===== config.mk =====
export PLATFORM = sky130hd
export DESIGN_NAME = imem_loader_da
export DESIGN_NICKNAME = d
export VERILOG_FILES = /design/src/rtl/imem_loader_da.sv
export SDC_FILE = /design/constraint.sdc
export NUM_CORES = 1
export LEC_CHECK = 0
export CAP_MARGIN = 5
export CORE_MARGIN = 2
export CORE_UTILIZATION = 26
export DETAILED_ROUTE_END_ITERATION = 8
export PLACE_DENSITY = 0.47
export SETUP_SLACK_MARGIN = 0.15
export SLEW_MARGIN = 20
export SYNTH_ARGS = -nofsm -noshare
export SYNTH_HDL_FRONTEND = slang
export SYNTH_SLANG_ARGS = --single-unit

===== constraint.sdc =====
create_clock -name clk -period 3 [get_ports clk]
set_input_delay 0.75 -clock clk [delete_from_list [all_inputs] [get_ports clk]]
set_output_delay 0.75 -clock clk [all_outputs]
set_load 0.05 [all_outputs]

===== src/rtl/imem_loader_da.sv =====
// Byte-stream program loader: assembles big-endian words from a length-prefixed
// frame and writes them to instruction memory while holding the core in reset.
module imem_loader_da #(
  parameter int DEPTH_WORDS = 64
) (
  input  logic        clk,
  input  logic        reset,
  input  logic        load_req,
  input  logic [7:0]  in_data,
  input  logic        in_valid,
  output logic        in_ready,
  output logic        wr_en,
  output logic [31:0] wr_addr,
  output logic [31:0] wr_data,
  output logic        core_rst_n,
  output logic        busy,
  output logic        done,
  output logic        err
);

  typedef enum logic [2:0] {
    S_IDLE, S_LEN_HI, S_LEN_LO, S_DATA, S_WRITE, S_DONE, S_ERROR
  } state_t;

  localparam logic [15:0] DEPTH16 = 16'(DEPTH_WORDS);

  state_t      state_q;
  logic [7:0]  len_hi_q;
  logic [15:0] len_q;
  logic [15:0] word_cnt_q;
  logic [1:0]  byte_cnt_q;
  logic [23:0] asm_q;
  logic        in_ready_q, wr_en_q, core_rst_n_q, busy_q, done_q, err_q;
  logic [31:0] wr_addr_q, wr_data_q;

  logic        xfer;
  logic [15:0] len_rx;
  logic [15:0] word_nxt;

  // in_ready comes straight from a flop, so xfer never feeds back into in_ready.
  assign xfer     = in_valid & in_ready_q;
  assign len_rx   = {len_hi_q, in_data};
  assign word_nxt = word_cnt_q + 16'd1;

  // NOTE: every register here, including the assembly buffer, is cleared on reset
  // so a load interrupted mid-word can never leak stale bytes into the next one.
  always_ff @(posedge clk or negedge reset) begin
    if (!reset) begin
      state_q      <= S_IDLE;
      len_hi_q     <= '0;
      len_q        <= '0;
      word_cnt_q   <= '0;
      byte_cnt_q   <= '0;
      asm_q        <= '0;
      in_ready_q   <= 1'b0;
      wr_en_q      <= 1'b0;
      wr_addr_q    <= '0;
      wr_data_q    <= '0;
      core_rst_n_q <= 1'b1;
      busy_q       <= 1'b0;
      done_q       <= 1'b0;
      err_q        <= 1'b0;
    end else begin
      // NOTE: non-blocking throughout; the defaults below make wr_en/done single-cycle
      // pulses without needing a clear in every branch.
      wr_en_q <= 1'b0;
      done_q  <= 1'b0;
      unique case (state_q)
        S_IDLE: begin
          if (load_req) begin
            state_q      <= S_LEN_HI;
            in_ready_q   <= 1'b1;
            core_rst_n_q <= 1'b0;
            busy_q       <= 1'b1;
          end
        end
        S_LEN_HI: begin
          if (xfer) begin
            len_hi_q <= in_data;
            state_q  <= S_LEN_LO;
          end
        end
        S_LEN_LO: begin
          if (xfer) begin
            if (len_rx == 16'd0 || len_rx > DEPTH16) begin
              state_q    <= S_ERROR;
              in_ready_q <= 1'b0;
              err_q      <= 1'b1;
            end else begin
              state_q    <= S_DATA;
              len_q      <= len_rx;
              word_cnt_q <= '0;
              byte_cnt_q <= '0;
            end
          end
        end
        S_DATA: begin
          if (xfer) begin
            asm_q      <= {asm_q[15:0], in_data};
            byte_cnt_q <= byte_cnt_q + 2'd1;
            if (byte_cnt_q == 2'd3) begin
              state_q    <= S_WRITE;
              in_ready_q <= 1'b0;
              wr_en_q    <= 1'b1;
              wr_data_q  <= {asm_q, in_data};
              wr_addr_q  <= {14'd0, word_cnt_q, 2'b00};
            end
          end
        end
        S_WRITE: begin
          word_cnt_q <= word_nxt;
          if (word_nxt == len_q) begin
            state_q      <= S_DONE;
            done_q       <= 1'b1;
            core_rst_n_q <= 1'b1;
          end else begin
            state_q    <= S_DATA;
            in_ready_q <= 1'b1;
          end
        end
        S_DONE: begin
          state_q <= S_IDLE;
          busy_q  <= 1'b0;
        end
        S_ERROR: begin
          if (load_req) begin
            state_q    <= S_LEN_HI;
            err_q      <= 1'b0;
            in_ready_q <= 1'b1;
          end
        end
        default: begin
          state_q      <= S_IDLE;
          in_ready_q   <= 1'b0;
          core_rst_n_q <= 1'b1;
          busy_q       <= 1'b0;
          err_q        <= 1'b0;
        end
      endcase
    end
  end

  assign in_ready   = in_ready_q;
  assign wr_en      = wr_en_q;
  assign wr_addr    = wr_addr_q;
  assign wr_data    = wr_data_q;
  assign core_rst_n = core_rst_n_q;
  assign busy       = busy_q;
  assign done       = done_q;
  assign err        = err_q;

endmodule


# After elaboration in Yosys (flattened, before gate mapping)

Index checks and enable logic that the tools add are counted.

Add/subtract/negate cells: 2
Multipliers: 0
Divide/modulo/power cells: 0
$lt $le $gt $ge: 1
Equality and inequality tests: 19
Shift-type cells: 0
Muxes and demuxes: 34
Bitwise logic cells: 6
Reduce and logical (&&, ||, !) cells: 21

Operators with widths:

| operator                                             | number |
|---|---|
| two-way mux 16 bit                                   | 2 |
| case mux 16 bit (2 select lines)                     | 1 |
| two-way mux 3 bit                                    | 7 |
| != test 2 bit (second input constant)                | 10 |
| adder 16 x 1 -> 16 bit (second input constant)       | 1 |
| equality test 16 bit                                 | 1 |
| > comparator 16 x 7 -> 1 bit (second input constant) | 1 |
| zero test 16 bit                                     | 1 |
| two-way mux 1 bit                                    | 15 |
| case mux 3 bit (5 select lines)                      | 1 |
| OR reduction 5 bit                                   | 3 |
| AND reduction 3 bit                                  | 4 |
| equality test 3 bit (second input constant)          | 3 |
| AND reduction 4 bit                                  | 2 |
| AND reduction 7 bit                                  | 1 |
| equality test 3 x 2 -> 1 bit (second input constant) | 2 |
| two-way mux 2 bit                                    | 3 |
| case mux 1 bit (3 select lines)                      | 2 |
| AND reduction 2 bit                                  | 3 |
| inverter 1 bit                                       | 5 |
| case mux 1 bit (5 select lines)                      | 1 |
| AND reduction 5 bit                                  | 1 |
| case mux 2 bit (2 select lines)                      | 1 |
| nonzero test 2 bit                                   | 2 |
| 9 further kinds                                      | 10 |

Flip-flop bits (word level): 123
Latch bits: 0
RAM bits: 0
ROM bits: 0
Input port bits: 12
Output and inout port bits: 70
Logic and storage cells: 97
Memories kept: 0

# Logic depth before layout (Yosys ltp)

Gate-level depths: netlist of the first run.

Word-level depth: 5
Gate-level depth with buffers: 10

# Worst setup path after synthesis of the first run

Ideal clock, no wire load.

Path type: input -> register
Start: input in_data[1]
End: register word_cnt_q[6]
Setup time: 0.129 ns
Arrival time: 2.476 ns
Slack: 0.395 ns
Stages: 8
Buffers on the path: 1
Cells stage by stage: nor4_1 and3_1 o2111ai_1 nor3b_2 nor2_2 buf_2 o21ai_0 o41ai_1

Word-level cells in the longest chain between the ends: 4

Ends and longest elaborated chain:

| element                                                          | line | text |
|---|---|---|
| from (decl)                                                      | 9    | `input logic [7:0] in_data,` |
| > comparator 16 x 7 -> 1 bit or zero test 16 bit (tied branches) | 85   | `if (len_rx == 16'd0 \|\| len_rx > DEPTH16) begin` |
| logical OR 1 bit (*)                                             | 85   |  |
| != test 2 bit (no line) (*)                                      | n/a  |  |
| AND reduction 3 bit (no line) (*)                                | n/a  |  |
| to (signal assigned)                                             | 111  | `word_cnt_q <= word_nxt;` |
| to (decl)                                                        | 30   | `logic [15:0] word_cnt_q;` |

Every way passes the cells marked *; elsewhere a longest branch is shown, timed or not.
A chain may end at the register's enable or synchronous reset.

# Worst setup path in the final report of the first run

Start: register word_cnt_q[2]
End: register in_ready_q (netlist: in_ready)

Word-level cells in the longest chain between the ends: 4

Ends and longest elaborated chain:

| element                       | line | text |
|---|---|---|
| adder 16 x 1 -> 16 bit        | 43   | `assign word_nxt = word_cnt_q + 16'd1;` |
| equality test 16 bit          | 112  | `if (word_nxt == len_q) begin` |
| != test 2 bit (no line)       | n/a  |  |
| AND reduction 7 bit (no line) | n/a  |  |
| to (signal assigned)          | 55   | `in_ready_q <= 1'b0;` |
| to (signal assigned)          | 118  | `in_ready_q <= 1'b1;` |
| to (signal assigned)          | 129  | `in_ready_q <= 1'b1;` |
| to (decl)                     | 33   | `logic in_ready_q, wr_en_q, core_rst_n_q, busy_q, done_q, err_q;` |

No other way between the ends.

==> results.sh, run 1 <==
export IMPL_synthXorXnorAreaFrac_pct=3.122
export IMPL_critical_path_max_fanout=12
export IMPL_synth_ff_type="dfrtp_1"
export IMPL_setup_viol=0
export IMPL_rrSetupSlack_ps=280
export IMPL_die_y_um=150.9
export IMPL_grt_usage_pct=12.22
export IMPL_detail_route_wl_per_cell_um=14.96
export IMPL_routed_wl_um=13100
export IMPL_seq_area_frac_synth_pct=54.88
export IMPL_routabilityCongestion=0.8027
export IMPL_netlist_area_um2=5610
export IMPL_fmax_mhz=367.0
export IMPL_r2r_end="in_ready"
export IMPL_fillers=2115
export IMPL_postSynth_asyncResetShare_pct=100.0
export IMPL_fin_crit_sh_pct=90.82
export IMPL_skew_ps=8.621
export IMPL_fin_setup_tns_ps=0
export IMPL_firstDrtPassIters=4
export IMPL_insertion_delay_ps=420
export IMPL_synth_adder_area_share_pct=0.4460
export IMPL_holdCritPathClass="input pin to asynchronous set/reset pin"
export IMPL_final_util_pct=34.14
export IMPL_cts_buffer_depth=2
export IMPL_fp_dieArea_um2=22770
export IMPL_min_period_ps=2725
export IMPL_syn_area_per_cell_um2=10.94
export IMPL_core_area_um2=21090
export IMPL_pwr_share_clk_pct=32.0
export IMPL_io_buffers=65
export IMPL_synth_mux_area_fraction_pct=12.44
export IMPL_r2r_cells=7
export IMPL_grt_pass1_wl_um=21430
export IMPL_power_leakage_nw=3.356
export IMPL_slew_violations=0
export IMPL_die_w_um=150.9
export IMPL_grt_max_degree=80
export IMPL_postCtsSetupRepairBufs=0
export IMPL_max_slew_margin_pct=59.51
export IMPL_synth_cell_type_count=57
export IMPL_hold_buffers=0
export IMPL_tightest_slew_ps=607.3
export IMPL_antenna_cells=0
export IMPL_status="finished, final reports clean"
export IMPL_ir_drop_uv=393.7
export IMPL_endpoint="in_ready"
export IMPL_grt_pass1_vias=3987
export IMPL_yosysWarnings=0
export IMPL_ctsRootBufferMaster="clkbuf_16"
export IMPL_hpwlAfterDp_um=9067
export IMPL_drv_cap=0
export IMPL_antenna_found_initial=0
export IMPL_crit_path_end_kind="flop"
export IMPL_yosys_area_share_simple_pct=15.34
export IMPL_vias=3971
export IMPL_cp_required_ps=3310
export IMPL_initial_core_util_pct=26.60
export IMPL_rsz0062_at_grt="yes"
export IMPL_crit_start="word_cnt_q[2]"
export IMPL_layout_drive_gt1_share_pct=21.96
export IMPL_swShare_pct=35.81
export IMPL_drc=0
export IMPL_drt_vias_per_instance=4.533
export IMPL_r2r_start="word_cnt_q[2]"
export IMPL_drt_first_iter_violations=202
export IMPL_synth_top_family_by_area="simple AND/OR/NAND/NOR gates"
export IMPL_area_growth_syn_to_layout_pct=28.32
export IMPL_syn_inst=513
export IMPL_netSwitchingPower_w=0.002320
export IMPL_cts_made_buffers=17
export IMPL_antenna_left=0
export IMPL_cts_sinks=123
export IMPL_hold_violations=0
export IMPL_htree_levels=4
export IMPL_p_per_area_nw_per_um2=900.0
export IMPL_p_comb_share_pct=27.4
export IMPL_cp_start_kind="flop"
export IMPL_cts_tree="done"
export IMPL_gr_total_overflow=0
export IMPL_rows=53
export IMPL_ys_seq_elements=123
export IMPL_clk_pin_slew_ps=60
export IMPL_holdWs_ps=258.1
export IMPL_fin_nets=602
export IMPL_ios=82
export IMPL_p_int_w=0.004159
export IMPL_criticalPathCategory="flop to flop"
export IMPL_crit_arrival_ps=3030
export IMPL_synth_edff_count=0
export IMPL_synth_compound_area_share_pct=8.742
export IMPL_p_seq_share_pct=40.6
export IMPL_post_cts_resized=0
cell families (layout without fill, tap and decap cells):
group           after synthesis  count (layout)
xor+xnor                     20              20
buf+inv                      51             124
other cells                   1              16
flops                       123             123
compound gates               76              76
mux                          62              62
fa+ha+maj                     2               2
simple gates                178             178
critical path: stages (launching register included):
cell and delay [ps]:
dfrtp_1 560, nand3_2 300, or3_4 480, a211oi_2 230, o32ai_1 140, or3_4 430, o211a_1 220, a211o_1 250
cells in the final DEF, fill, tap and decap left out, types with 6 or more instances in the layout:
cell,netlist,final
a21oi_1,9,9
buf_4,19,22
clkbuf_16,0,17
clkdlybuf4s50_1,0,64
conb_1,1,16
dfrtp_1,122,122
mux2_2,62,62
nand2_1,101,101
nor2_1,15,15
nor2b_1,10,10
nor3_1,7,7
o21ai_0,26,26
o21ai_1,9,9
o31ai_1,6,6
xnor2_1,11,11
xor2_1,9,9
metrics by stage:
| step | instance area [um^2] | setup slack (ps) | cells | power (W) |
|---|---|---|---|---|
| 6_report | 7199 | 275.4 | 876 | 0.006479 |
| 2_1_floorplan | 5667 | 395.0 | 528 | 0.003862 |
| 3_5_place_dp | 6583 | -82.95 | 844 | 0.004423 |
| 5_1_grt | 7199 | 122.2 | 876 | 0.006884 |
| 3_3_place_gp | 6583 | -39.86 | 844 | 0.004366 |
| 4_1_cts | 7182 | 201.7 | 876 | 0.006534 |
state kept, by name, indices dropped and copies added (netlist names):
register	flops
byte_cnt_q	2
state_q	3
len_q	16
busy	1
len_hi_q	8
wr_addr	16
err	1
wr_data	32
wr_en	1
done	1
word_cnt_q	16
core_rst_n	1
in_ready	1
asm_q	24
layer usage:
| metal | up-vias | global-route usage [%] | wire length [um] | part of all wire, % |
|---|---|---|---|---|
| met4 | 0 | 4.393 | 189 | 1.4 |
| met2 | 78 | 19.59 | 6254 | 48 |
| met1 | 1976 | 16.15 | 6244 | 48 |
| met5 | - | 0 | 0 | 0 |
| met3 | 16 | 2.922 | 414 | 3.2 |
| li1 | 1901 | - | - | - |
final cells by class:
| cell class | instances | area, um^2 | share of cell area, % |
|---|---|---|---|
| flip-flops and latches | 123 | 3079 | 42.77 |
| multi-input cells | 354 | 2332 | 32.39 |
| repair buffers | 87 | 825.8 | 11.47 |
| clock buffers | 18 | 439.2 | 6.100 |
| well taps | 275 | 344.1 | 4.779 |
| clock inverters | 14 | 160.2 | 2.225 |
| inverters | 5 | 18.77 | 0.2607 |
Yosys cell counts (2+ instances only):
cell	number	area, um^2
a21o_1	2	15.01
a21oi_1	9	45.04
a31oi_1	4	25.02
and2_1	5	31.28
and3_1	5	31.28
and4_1	2	17.52
buf_2	6	30.03
buf_4	19	142.6
clkbuf_1	20	75.07
dfrtp_1	122	3053
ha_1	2	25.02
inv_1	4	15.01
mux2_2	62	698.2
nand2_1	101	379.1
nand3_1	5	25.02
nand4_1	5	31.28
nand4_2	2	25.02
nor2_1	15	56.30
nor2b_1	10	62.56
nor3_1	7	35.03
nor3b_1	4	30.03
nor4_1	5	31.28
o211ai_1	2	15.01
o21ai_0	26	130.1
o21ai_1	9	45.04
o31ai_1	6	45.04
o41ai_1	2	17.52
or3_1	3	18.77
or3_4	3	33.78
xnor2_1	11	96.34
xor2_1	9	78.83
power groups by stage:
stage	registers [W]	clock network, W	logic [W]
global route	0.00272	0.00220	0.00196
detailed placement	0.00266	0	0.00177
global placement	0.00263	0	0.00173
finish	0.00263	0.00207	0.00177
floorplan	0.00261	0	0.00125
CTS	0.00263	0.00213	0.00178
how the worst min path moves through the flow:
stage,from,endpoint,depth (start not counted)
global route,reset,wr_data[4],1
CTS,reset,wr_data[4],1
global placement,asm_q[23],wr_data[31],2
detailed placement,asm_q[23],wr_data[31],2
floorplan,asm_q[16],wr_data[24],2
finish,reset,wr_data[4],1
Note: power is estimated with default switching activity, not from simulation.
==> run 2: changes to the inputs <==
- SKIP_CTS_REPAIR_TIMING: not set -> 1
==> results of run 2 <==
Same layout as run 1: the final DEF is identical, and so are final timing and power.
==> run 3: changes to the inputs <==
--- a/config.mk
+++ b/config.mk
@@ -7,3 +7,2 @@
 export LEC_CHECK = 0
-export CAP_MARGIN = 5
 export CORE_MARGIN = 2
==> constraint.sdc (replaced) <==
create_clock -name clk -period 3 [get_ports clk]
set_input_delay 0.45 -clock clk [delete_from_list [all_inputs] [get_ports clk]]
set_output_delay 0.45 -clock clk [all_outputs]
set_load 0.05 [all_outputs]
==> run 3 against run 2 <==
Compared with the run above:
- critical path depth is 1 higher
- sequential share of layout area increased by 0.32 points
- register-to-register slack improved by 70 ps
- highest routed layer unchanged
- final cell count is 0.34% lower
- critical path type unchanged
==> results.sh, run 3 (same netlist as run 1, synthesis figures left out) <==
export IMPL_status="finished, final reports clean"
export IMPL_firstDrtPassIters=4
export IMPL_grt_pass1_wl_um=22050
export IMPL_drv_cap=0
export IMPL_crit_arrival_ps=2990
export IMPL_mostFrequentLayoutCell="dfrtp_1"
export IMPL_die_w_um=150.9
export IMPL_critical_path_max_fanout=8
export IMPL_htree_levels=4
export IMPL_hold_violations=0
export IMPL_rrSetupSlack_ps=350
export IMPL_crit_family="simple AND/OR/NAND/NOR gates"
export IMPL_ctsRootBufferMaster="clkbuf_16"
export IMPL_cp_required_ps=3340
export IMPL_die_y_um=150.9
export IMPL_antenna_found_initial=0
export IMPL_instances_no_fill=873
export IMPL_insertion_delay_ps=410
export IMPL_tightest_slew_ps=703.1
export IMPL_slew_violations=0
export IMPL_antenna_left=0
export IMPL_layout_drive_gt1_share_pct=21.74
export IMPL_routabilityCongestion=0.8318
export IMPL_r2r_start="word_cnt_q[1]"
export IMPL_io_buffers=65
export IMPL_r2r_end="core_rst_n"
export IMPL_hpwlAfterDp_um=9141
export IMPL_dp_cells=841
export IMPL_power_leakage_nw=3.324
export IMPL_seq_area_um2=3080
export IMPL_initial_core_util_pct=26.60
export IMPL_grt_usage_pct=12.52
export IMPL_ir_drop_uv=460.7
export IMPL_p_seq_share_pct=41.3
export IMPL_drt_first_iter_violations=186
export IMPL_criticalPathCategory="flop to flop"
export IMPL_fin_setup_tns_ps=0
export IMPL_routed_wl_um=13260
export IMPL_p_comb_share_pct=28.6
export IMPL_cts_buffer_depth=2
export IMPL_fin_nets=599
export IMPL_area_growth_syn_to_layout_pct=27.41
export IMPL_layout_common_cells="121 x dfrtp_1, 101 x nand2_1, 64 x clkdlybuf4s50_1"
export IMPL_setup_viol=0
export IMPL_drc=0
export IMPL_detail_route_wl_per_cell_um=15.19
export IMPL_netSwitchingPower_w=0.002328
export IMPL_crit_slowest_cell="or4_1"
export IMPL_max_slew_margin_pct=53.13
export IMPL_cts_made_buffers=17
export IMPL_ios=82
export IMPL_clk_pin_slew_ps=60
export IMPL_skew_ps=9.794
export IMPL_crit_buf_inv=0
export IMPL_crit_path_end_kind="flop"
export IMPL_pwr_share_clk_pct=30.1
export IMPL_final_util_pct=33.90
export IMPL_largest_register_ffs=32
export IMPL_core_area_um2=21090
export IMPL_antenna_cells=0
export IMPL_rsz0062_at_grt="no"
export IMPL_cpPeakStageDelay_ps=520
export IMPL_cp_start_kind="flop"
export IMPL_holdCritPathClass="input pin to asynchronous set/reset pin"
export IMPL_drt_vias_per_instance=4.552
export IMPL_path_cells="ha_4 > nand4_2 > or3_1 > a221oi_2 > and3_1 > nand4_1 > or4_1 > a31oi_1"
export IMPL_min_period_ps=2652
export IMPL_fin_crit_sh_pct=88.40
export IMPL_rows=53
export IMPL_fmax_mhz=377.1
export IMPL_vias=3974
export IMPL_grt_max_degree=52
export IMPL_fp_dieArea_um2=22770
export IMPL_grt_pass1_vias=4101
export IMPL_cts_sinks=123
export IMPL_cts_tree="done"
export IMPL_p_per_area_nw_per_um2=883.8
export IMPL_fillers=2160
export IMPL_p_int_w=0.003990
export IMPL_swShare_pct=36.85
export IMPL_multi_input_area_um2=2327
export IMPL_gr_total_overflow=0
export IMPL_r2r_cells=8
-- run 3: per-stage QoR --
stage	worst slack [ps]	area [um^2]	total power, W	hold slack [ps]
floorplan	439.1	5667	0.003862	154.4
global placement	202.9	6585	0.004375	450.5
detailed placement	147.2	6585	0.004432	455.5
CTS	124.0	7134	0.006380	114.7
global route	178.0	7148	0.006730	138.8
finish	348.1	7148	0.006318	85.40
-- run 3: area by class of cell --
class / count / share of cell area (%)
sequential: 123 / 43.09
multi-input combinational: 354 / 32.56
timing repair buffer: 84 / 11.59
clock buffer: 18 / 6.144
tap: 275 / 4.814
clock inverter: 14 / 1.540
inverter: 5 / 0.2626
-- run 3: worst max-delay path by stage --
stage / depth (start not counted) / slack, ps / start / to
after CTS: 8 / 120 / word_cnt_q[0] / core_rst_n
after floorplan: 9 / 440 / word_cnt_q[0] / in_ready
after global routing: 8 / 180 / word_cnt_q[1] / core_rst_n
final: 8 / 350 / word_cnt_q[1] / core_rst_n
after detailed placement: 8 / 150 / word_cnt_q[0] / core_rst_n
after global placement: 8 / 200 / word_cnt_q[0] / core_rst_n
-- run 3: worst register-to-register path: cells and delay by family (launching register included) --
| kind | cells | cell delay (ps) |
|---|---|---|
| AO/OA/AOI/OAI | 2 | 500 |
| adder cells (fa/ha/maj) | 1 | 230 |
| flip-flops | 1 | 470 |
| AND/OR/NAND/NOR | 5 | 1380 |
-- run 3: routing by layer --
metal / track usage, % / vias to the layer above / wire length [um]
met2: 20.34 / 87 / 6366
li1: - / 1897 / -
met5: 0 / - / 0
met3: 2.651 / 14 / 406
met1: 16.45 / 1976 / 6296
met4: 4.720 / 0 / 190
-- run 3: power by group through the flow --
stage | registers (W) | clock network, W | logic [W]
detailed placement | 0.00263 | 0 | 0.00180
finish | 0.00261 | 0.00190 | 0.00181
global placement | 0.00262 | 0 | 0.00176
CTS | 0.00260 | 0.00197 | 0.00181
floorplan | 0.00261 | 0 | 0.00125
global route | 0.00269 | 0.00205 | 0.00199
==> RTL change 1 (settings of run 1) <==
Re-encode `state_t` (7 states) as one-hot, 7 bits wide.
--- a/src/rtl/imem_loader_da.sv
+++ b/src/rtl/imem_loader_da.sv
@@ -20,4 +20,4 @@
 
-  typedef enum logic [2:0] {
-    S_IDLE, S_LEN_HI, S_LEN_LO, S_DATA, S_WRITE, S_DONE, S_ERROR
+  typedef enum logic [6:0] {
+    S_IDLE = 7'b0000001, S_LEN_HI = 7'b0000010, S_LEN_LO = 7'b0000100, S_DATA = 7'b0001000, S_WRITE = 7'b0010000, S_DONE = 7'b0100000, S_ERROR = 7'b1000000
   } state_t;
Function: no difference found for any inputs over 10 cycles, from zero or initial values and one cycle with reset low; not proved beyond that.
==> RTL change 1 against run 1 <==
Setup slack worse by 0.010 ns. Final area up 4.7%. Routed wire length up 6.8%. Sequential cell count up 4. Synthesized area up 5.6%. Sequential share of layout area down 0.55 points. Count of clock-buffer cells in the layout up 2. Total power down 17%. Via count up 7.3%. Critical path type is now primary input to register. Largest power group unchanged.
==> RTL change 1: results (changes against run 1) <==
| Metric | Value |
|---|---|
| Status | completed |
| Worst EP arrival | 3.04 ns (about the same) |
| Vias in the first global route | 4316 (+8.3%) |
| Via count | 4259 (+7.3%) |
| First-pass DRT Iterations | 4 (unchanged) |
| Seq/Total Area, Yosys | 53.71% (-1.2 points) |
| Dpl cells | 902 (+6.9%) |
| Post-synthesis adder-cell area fraction | 0.4226% (-0.023 points) |
| GRT Overall Usage | 12.43% (+0.20 points) |
| Drt initial violations | 238 (+18%) |
| Pin count of the biggest net entering global routing | 128 (+60%) |
| Async SR Flop Fraction | 100.0% (unchanged) |
| Placed cell areas | 0.006959 mm^2 (+5.7%) |
| Final Skew | 0.01028 ns (+0.001662 ns) |
| Post-synthesis xor/xnor area fraction | 3.845% (+0.72 points) |
| CTS Root Cell | clkbuf_16 |
| Non-filler cells, final | 934 (+6.6%) |
| Buffer and inverter count on the worst path | 1 (+1) |
| Post-synthesis mux area share | 11.96% (-0.49 points) |
| List of most frequent post-synthesis cells | dfrtp_1 (125), nand2_1 (104), mux2_2 (62) |
| Average cell area after synthesis | 10.73 um^2 (-1.9%) |
| Final nets | 650 (+8.0%) |
| Worst-path fanout max | 2 (-10) |
| Measured slew at the worst slew-check pin | 0.7079 ns (+0.1007 ns) |
| Place WS | -0.2383 ns (-0.1554 ns) |
| Routed WL | 13990 um (+6.8%) |
| Slowest-stage cell, CP | or4_4 |
| Leakage | 3.573 nW (+6.4%) |
| PD cells | 717.9 mW/mm^2 (-20%) |
| Largest cells by area after synthesis | dfrtp_1 (53%), mux2_2 (12%), nand2_1 (6.6%) |
| Sw Pwr | 1.792 mW (-23%) |
| First-pass GRT wire length | 23510 um (+9.7%) |
| Share of cells above drive strength 1 | 21.88% (-0.084 points) |
| Worst vdd ir | 0.3917 mV (-0.52%) |
| HPWL Detailed | 9737 um (+7.4%) |
| RePlAce Congestion | 0.8484 (+5.7%) |
## RTL change 1: cell types whose count changed in the layout (fill, tap and decap cells not counted), moves of 4 or more
cell and delta:
nor2_1 +6, buf_4 +7, o22ai_1 +4, o21ai_1 -7
nand3_1 +9, inv_1 +4, nand4b_1 +4, or3_1 +4
## RTL change 1: stage by stage
stage	hold WS, ns	setup TNS, ns
detailed placement	0.4650	-3.213
CTS	0.4705	0
global placement	0.4528	-2.855
global route	0.5042	0
floorplan	0.4402	0
finish	0.4066	0
## RTL change 1: area by class of cell
type / count / area (um^2)
fillers: 2276 / 14970
flip-flops and latches: 127 / 3182
multi-input cells: 388 / 2541
repair buffers: 94 / 878.3
clock buffers: 20 / 446.7
well taps: 285 / 356.6
clock inverters: 12 / 101.3
inverters: 8 / 30.03
## RTL change 1: final timing paths
kind                       depth (start not counted)     startpoint  slack [ns]             to
min reg2reg                                        2      asm_q[18]        0.48      asm_q[18]
min                                                2          reset        0.41    wr_data[24]
max                                                7     in_data[1]        0.27            err
max reg2reg                                        7  word_cnt_q[6]        0.31     core_rst_n
max in group asynchronous                          2          reset        2.00  word_cnt_q[5]
min in group clk                                   2      asm_q[18]        0.48      asm_q[18]
## RTL change 1: power by group through the flow
stage	Clock [mW]	Combinational (mW)	Sequential, mW
after detailed placement	0	1.34	2.18
after floorplan	0	0.887	2.24
final	1.90	1.35	2.15
after CTS	1.96	1.34	2.16
after global placement	0	1.31	2.17
after global routing	2.04	1.52	2.20
## RTL change 1: cell families after synthesis
family	after synthesis
XOR/XNOR	26
flip-flops	127
AO/OA/AOI/OAI	72
buffers and inverters	52
multiplexers	63
AND/OR/NAND/NOR	209
adder cells (fa/ha/maj)	2
other	1
## RTL change 1: what timing repair did
item | in CTS | in global routing
hold buffers | 0 | 0
setup endpoints to repair | 0 | 9
resized for setup | 0 | 8
## RTL change 1: per-layer routing
layer | vias to the layer above | GRT usage [%] | share of wire, %
li1 | 2065 | - | -
met1 | 2109 | 17.38 | 47
met2 | 71 | 18.50 | 46
met3 | 14 | 2.591 | 4.4
met4 | 0 | 5.688 | 1.8
met5 | - | 0 | 0
==> RTL change 2 (settings of run 1) <==
Made on the original files. The parameter `DEPTH_WORDS` goes from 64 to 32.
--- a/src/rtl/imem_loader_da.sv
+++ b/src/rtl/imem_loader_da.sv
@@ -3,3 +3,3 @@
 module imem_loader_da #(
-  parameter int DEPTH_WORDS = 64
+  parameter int DEPTH_WORDS = 32
 ) (
Check against the original RTL: not equivalent (a bounded check fails within 4 cycles, from zero or initial values and one cycle with reset low).
==> RTL change 2 against run 1 <==
Sequential share of layout area is 0.59 points lower. Combinational power is 59% higher. Non-clock buffer count is 6 higher. Final area is 1.4% higher. Setup slack better by 0.022 ns. Critical endpoint is now len_q[9]. Synthesized area is 1.6% higher. Sequential cell count stayed put. Total power is 15% higher. Sequential power is 3% higher. Routed wire length is 5.5% higher. Via count is 7.9% higher. Global-route usage is 0.25 points higher. Maximum frequency is 0.80% higher. Clock skew is 0.0014 ns higher.
==> RTL change 2: results (changes against run 1) <==
| Metric | Value |
|---|---|
| Yosys cell types | 63 (+11%) |
| Leakage | 3.415 nW (+1.7%) |
| Measured slew at the worst slew-check pin | 0.6001 ns (-0.007141 ns) |
| Clock buf/inv share | 7.696% (-0.63 points) |
| Syn Inst Count | 563 (+9.7%) |
| R2r setup slk | 0.34 ns (+0.06 ns) |
| Seq/Total Area, Yosys | 54.00% (-0.88 points) |
| Fraction of area in multi-input gates | 32.79% (+0.40 points) |
| M1 WL | 6860 um (+9.9%) |
| Vias in the first global route | 4469 (+12%) |
| Via count | 4285 (+7.9%) |
| Power Internal | 4.503 mW (+8.3%) |
| Signal buf overhead | 12.27% (+0.80 points) |
| Worst EP arrival | 3.01 ns (-0.02 ns) |
| WL met3 | 550 um (+33%) |
| Hold slack | 0.3011 ns (+0.04305 ns) |
| Status | completed |
| Reg-to-Reg Start | word_cnt_q[0] |
| Share of cells above drive strength 1 | 16.08% (-5.9 points) |
| Global-route met1 utilization | 17.56% (+1.4 points) |
| Routed WL | 13830 um (+5.5%) |
| Placed cell areas | 0.006724 mm^2 (+2.1%) |
| Vias per inst | 4.593 (+1.3%) |
| First-pass GRT wire length | 23390 um (+9.1%) |
| Slowest-stage cell, CP | or4_1 |
| HPWL Detailed | 9674 um (+6.7%) |
| Routed wl met2 | 6287 um (+0.53%) |
| PD cells | 1023 mW/mm^2 (+14%) |
| M3 GR Usage | 3.508% (+0.59 points) |
| Worst-path fanout max | 10 (-2) |
| Non-clock buffers | 93 (+6.9%) |
RTL change 2: worst max path at each step:
stage                              from       endpoint  slack [ns]  depth (start not counted)
after global placement       in_data[0]       in_ready       -0.05                          7
after CTS                 word_cnt_q[0]       in_ready        0.22                          7
after global routing         in_data[7]  word_cnt_q[1]        0.20                          8
after floorplan              in_data[0]       in_ready        0.43                          7
after detailed placement     in_data[7]       len_q[8]       -0.12                          7
final                        in_data[7]       len_q[9]        0.30                          7
RTL change 2: cell families (layout without fill, tap and decap cells):
group / Yosys count / after routing / share of synthesized area, %
DFF: 123 / 123 / 54.00
muxes: 41 / 41 / 8.141
AOI/OAI and AO/OA: 80 / 80 / 9.524
other: 1 / 16 / 0.06577
buffers and inverters: 55 / 130 / 5.201
and+or+nand+nor: 243 / 243 / 19.86
adders and majority gates: 2 / 2 / 0.4388
xor gates and xnor gates: 18 / 18 / 2.765
